<file path="src/rtl/or_gate_pipe.sv">
// Registered bitwise OR with a single-stage valid/ready output register,
// a registered reduction-OR flag on the result and a saturating count of
// accepted transactions.
module or_gate_pipe #(
    parameter int unsigned WIDTH = 1,
    parameter int unsigned CNT_W = 8
) (
    input  logic             clk,
    input  logic             rst_n,
    input  logic [WIDTH-1:0] A,
    input  logic [WIDTH-1:0] B,
    input  logic             in_valid,
    output logic             in_ready,
    output logic [WIDTH-1:0] Y,
    output logic             out_valid,
    input  logic             out_ready,
    output logic             y_any,
    output logic [CNT_W-1:0] txn_count
);

    localparam logic [CNT_W-1:0] CntMax = '1;

    logic [WIDTH-1:0] y_q, y_d;
    logic             y_any_q, y_any_d;
    logic             valid_q, valid_d;
    logic [CNT_W-1:0] cnt_q, cnt_d;
    logic             accept;

    // The stage is free when empty or when its current result leaves this cycle.
    assign in_ready = !valid_q || out_ready;
    assign accept   = in_valid && in_ready;

    // Next-state: load on accept (covers simultaneous drain), else drain clears valid.
    always_comb begin
        y_d     = y_q;
        y_any_d = y_any_q;
        valid_d = valid_q;
        cnt_d   = cnt_q;
        if (accept) begin
            y_d     = A | B;
            y_any_d = |(A | B);
            valid_d = 1'b1;
            if (cnt_q != CntMax) begin
                cnt_d = cnt_q + CNT_W'(1);
            end
        end else if (valid_q && out_ready) begin
            valid_d = 1'b0;
        end
    end

    // State register with synchronous active-low reset overriding any handshake.
    always_ff @(posedge clk) begin
        if (!rst_n) begin
            y_q     <= '0;
            y_any_q <= 1'b0;
            valid_q <= 1'b0;
            cnt_q   <= '0;
        end else begin
            y_q     <= y_d;
            y_any_q <= y_any_d;
            valid_q <= valid_d;
            cnt_q   <= cnt_d;
        end
    end

    assign Y         = y_q;
    assign y_any     = y_any_q;
    assign out_valid = valid_q;
    assign txn_count = cnt_q;

endmodule

</file>
<file path="config.mk">
export PLATFORM = sky130hd
export DESIGN_NAME = or_gate_pipe
export DESIGN_NICKNAME = d
export VERILOG_FILES = /design/src/rtl/or_gate_pipe.sv
export SDC_FILE = /design/constraint.sdc
export NUM_CORES = 1
export LEC_CHECK = 0
export ABC_CLOCK_PERIOD_IN_PS = 1700
export CAP_MARGIN = 20
export CORE_AREA = 2 2 39 41
export DETAILED_ROUTE_END_ITERATION = 8
export DIE_AREA = 0 0 41 43
export GPL_ROUTABILITY_DRIVEN = 0
export PLACE_DENSITY_LB_ADDON = 0.2
export SKIP_CTS_REPAIR_TIMING = 1
export SYNTH_ARGS = -nofsm -noshare
export SYNTH_HDL_FRONTEND = slang
export SYNTH_SLANG_ARGS = --single-unit
</file>
<file path="constraint.sdc">
create_clock -name clk -period 1.7 [get_ports clk]
set_input_delay 0.34 -clock clk [delete_from_list [all_inputs] [get_ports clk]]
set_output_delay 0.34 -clock clk [all_outputs]
set_load 0.005 [all_outputs]
</file>
# Word level (Yosys, flattened, before mapping)
# Cells that the tools add are included.
dict set report word_totals {
  out_inout_bits 12
  inputBits 6
  reg_bits 10
  wordCells 14
}
dict set report classes {
  n_reduce_logical 6
  mux 2
  bitwise_logic 1
  addsub 1
  n_eq_ne 1
}
# op n
set op_table {}
lappend op_table {{$add A8 B1 Y8 const B} 1}
lappend op_table {{$ne A8 B8 Y1 const B} 1}
lappend op_table {{$logic_and A1 B1 Y1} 2}
lappend op_table {{$mux W1} 2}
lappend op_table {{$reduce_and A2 Y1} 1}
lappend op_table {{$reduce_bool A2 Y1} 1}
lappend op_table {{$logic_not A1 Y1} 1}
lappend op_table {{$logic_or A1 B1 Y1} 1}
lappend op_table {{$or A1 B1 Y1} 1}

# Depth between registers and ports, before layout
dict set report logic_depth {
  depth_word 4
  depth_mapped 5
  mapped_depth_nobuf 5
}

# Least setup slack after synthesis
# No wires, ideal clock.
dict set report synth_path {
  path_kind {register to register}
  from {register cnt_q[0], in the netlist txn_count[0]}
  to {register cnt_q[6], in the netlist txn_count[6]}
  synth_period_minus_slack_ns 1.453
  required_ns 1.584
  slack_ns 0.247
  setup_time_ns 0.116
  arrival_time_ns 1.337
  path_buffers 0
  path_stages_with_launch 5
  path_cell_list {dfxtp_1 -> ha_1 -> nand4_1 -> or4b_1 -> o211a_1}
}
dict set report synth_via {
  elab_chain_cells 2
  word_cells_on_any_way 3
  classes_between {add/sub: 1; eq/ne: 1; reduce/logical: 1}
}
# element line_no
set synth_lines {}
lappend synth_lines {{start, declared} 26} ;# logic [CNT_W-1:0] cnt_q, cnt_d;
lappend synth_lines {{start signal, assigned} 62} ;# cnt_q <= cnt_d;
lappend synth_lines {{branches (longest 2 deep; another with $add A8 B1 Y8)} n/a}
# Several ways; the timed one is not identified.
# A chain may end at the register's enable or synchronous reset.

# Worst setup path in the final report
dict set report layout_path {
  from {register cnt_q[3], in the netlist txn_count[3]}
  to {output port txn_count[3]}
}
# element line_no
set layout_rtl {}
lappend layout_rtl {{end, declared} 18} ;# output logic [CNT_W-1:0] txn_count
# No word-level cell between the ends.

==> metrics.md <==
| Metric | Value |
|---|---|
| Sequential share of the synthesized area | 42.3% |
| Post-Syn Area | 473 um2 |
| Util after Layout | 52.4% |
| Synth warnings | 0 |
| Crit-path slowest cell | clkdlybuf4s50_1 |
| Synth area leaders | dfxtp_1 (42%), nor2_1 (5.6%), a21oi_1 (4.2%) |
| Final #Nets | 85 |
| Initial antenna violation count | 0 |
| Power per cell area | ~750 nW/um2 |
| Die area | between 1500 and 2000 um2 |
| CTS root buffer | clkbuf_4 |
| Slew margin rel. | 78.5% |
| Final worst slack | 0.125 ns |
| CTS clock-pin slew for the worst setup and hold paths | 0.08 ns |
| Die height | between 40 and 50 um |
| DRT Wirelength | 1.08 mm |
| Fill cells | 144 |
| Worst Path Required | 1.36 ns |
| Final hold slack | 0.511 ns |
| Measured slew at the worst slew-check pin | 0.321 ns |
| P_leak | roughly 0.28 nW |
| Hold Path Class | reg -> reg |
| Routed Antenna Nets | 0 |
| DRC marker count from the first detailed-route iteration | 10 |
| Status | completed |
| Syn_area_per_cell | 8.76 um2 |
| Share of layout cells above drive strength 1 | 15.6% |
| Starting Density | about a third |
| H-tree levels | 1 |
| DP Worst Slack | -0.187 ns |
| First-pass GRT wire length | 1.77 mm |
| FF-to-FF Start | txn_count[0] |
| Final hold violations | 0 |
| Slowest stage delay, CP | roughly 0.54 ns |
| Worst Path Buf+Inv | 1 |
| Flop2flop setup slack | roughly 0.23 ns |
| Total grt overflow | 0 |
| Drt drc | 0 |
| Fin crit share | 92.6% |
| Wire per inst | 11.6 um |
| DR pass1 iterations | 4 |
| Sink Count | 10 |
| Hold Startpoint | txn_count[5] |
| CP Max Fanout | 7 |
| IO Count | 18 |
| Reg2Reg Depth | 4 |
| Commonest non-fill, non-tap cells in the layout | clkdlybuf4s50_1 (16), dfxtp_1 (10), nor2_1 (7) |
| CP arrival | approximately 1.2 ns |
| Dpl hpwl | 813 um |
| Post-synthesis instance total | 54 |
| DR vias/cell | 5.17 |
| Leading cell type in the layout, fill and taps excluded | clkdlybuf4s50_1 |
| Endpoint with the worst hold slack | txn_count[5] |
| Slew Viols, Final | 0 |
| IO Port Bufs | 17 |
| Num CTS Buffers | 3 |
| WHS Path Cells | 2 |
| Netlist cell types | 27 |
| Fmax | 635 MHz |
| Std cell rows | 14 |
| Crit path cell chain | clkdlybuf4s50_1 |
| Core box area | 1380 um2 |
| Diodes inserted | 0 |
| Top Family by Delay on Critical Path | buffers and inverters |
| Vias | 481 |
| Leading area contributor after synthesis | dfxtp_1 |
| Chip width | 41 um |
| Reg2reg end | txn_count[6] |
| Fin crit period | about 1.6 ns |
| FF+latch count, synth | 10 |
| CP Capture Type | output pin |
| Placed insts | a little under 90 |
| CP startpoint kind | flop |
| GRT Overall Usage | 14.8% |
| VDD IR-drop max | 0.000564 V |
| Max Cap Viol | 0 |
| RSZ-0062 raised after global routing | false |
| Worst-case clock skew | 0.00399 ns |
| Largest net degree at the start of global routing | 9 |
| Layout Cells excl Fill | 93 |
| Syn nets | 61 |
| Area Growth Syn to Fin | 53.2% |
| Final setup vio count | 0 |
| Synth top area share | 42.3% |
| CTS tree | done |
| Crit Path Category | reg -> out |
| Latest clock arrival within the worst-skew pair | 0.27 ns |
| Clock Path Buffers | 2 |
| Vias in the first global route | about 400 |
worst max-delay path by stage:
stage              endpoint  depth (start not counted)         start  slack [ns]
6_report       txn_count[3]                          1  txn_count[3]        0.13
5_1_grt        txn_count[4]                          1  txn_count[4]        0.06
4_1_cts            in_ready                          3     out_ready       -0.19
3_5_place_dp   txn_count[6]                          5     out_ready       -0.19
3_3_place_gp       in_ready                          3     out_ready       -0.18
2_1_floorplan  txn_count[6]                          4  txn_count[0]        0.25
layer usage:
layer  up-vias  GRT usage (%)  routed length [um]
met3         5           4.71                  62
li1        247              -                   -
met5         -              0                   0
met1       215           20.3                 538
met2        14           19.7                 447
met4         0           8.00                  27
synth_stat cells:
library cell   n
a21oi_1        4
a311oi_1       1
a31oi_1        1
and3_1         1
buf_4          2
dfxtp_1       10
ha_1           1
inv_1          4
mux2i_1        1
nand2_1        3
nand2b_1       1
nand3_1        2
nand3_2        1
nand4_1        2
nor2_1         7
nor3_1         1
o211a_1        1
o211ai_1       1
o21ai_0        2
o311a_2        1
o311ai_0       1
o31ai_1        1
o41ai_1        1
or3_2          1
or4_1          1
or4b_1         1
xor2_1         1
flip-flops by register name, summed over array words and instances, names as in the netlist:
register,flops
txn_count,8
out_valid,1
y_any,1
cell type report:
class | count | area [um2] | share of cell area [%]
clock buffers | 4 | 36.3 | 5.01
flip-flops and latches | 10 | 200 | 27.6
inverters | 4 | 15.0 | 2.07
repair buffers | 21 | 203 | 28.0
well taps | 16 | 20.0 | 2.76
multi-input cells | 38 | 250 | 34.5
power by group:
| part | switching [W] | internal (W) |
|---|---|---|
| clock network | 0.0000912 | 0.000130 |
| registers | 0.00000829 | 0.000243 |
| logic | 0.0000243 | 0.0000438 |
| total | 0.000124 | 0.000417 |
stage by stage:
step                      power (W)  setup TNS [ns]  cell area, um2
after CTS                  0.000541          -0.190             714
after global routing       0.000564               0             724
after detailed placement   0.000323          -0.863             678
after floorplan            0.000281               0             473
final                      0.000540               0             724
after global placement     0.000323          -0.775             678
cells by family after synthesis:
logic type | after synthesis | synth area share, %
and+or+nand+nor | 21 | 23.8
xor gates and xnor gates | 1 | 1.85
AOI/OAI and AO/OA | 14 | 20.9
buffers and inverters | 6 | 6.35
muxes | 1 | 2.12
adders and majority gates | 1 | 2.65
DFF | 10 | 42.3
(Power assumes the default switching activity.)
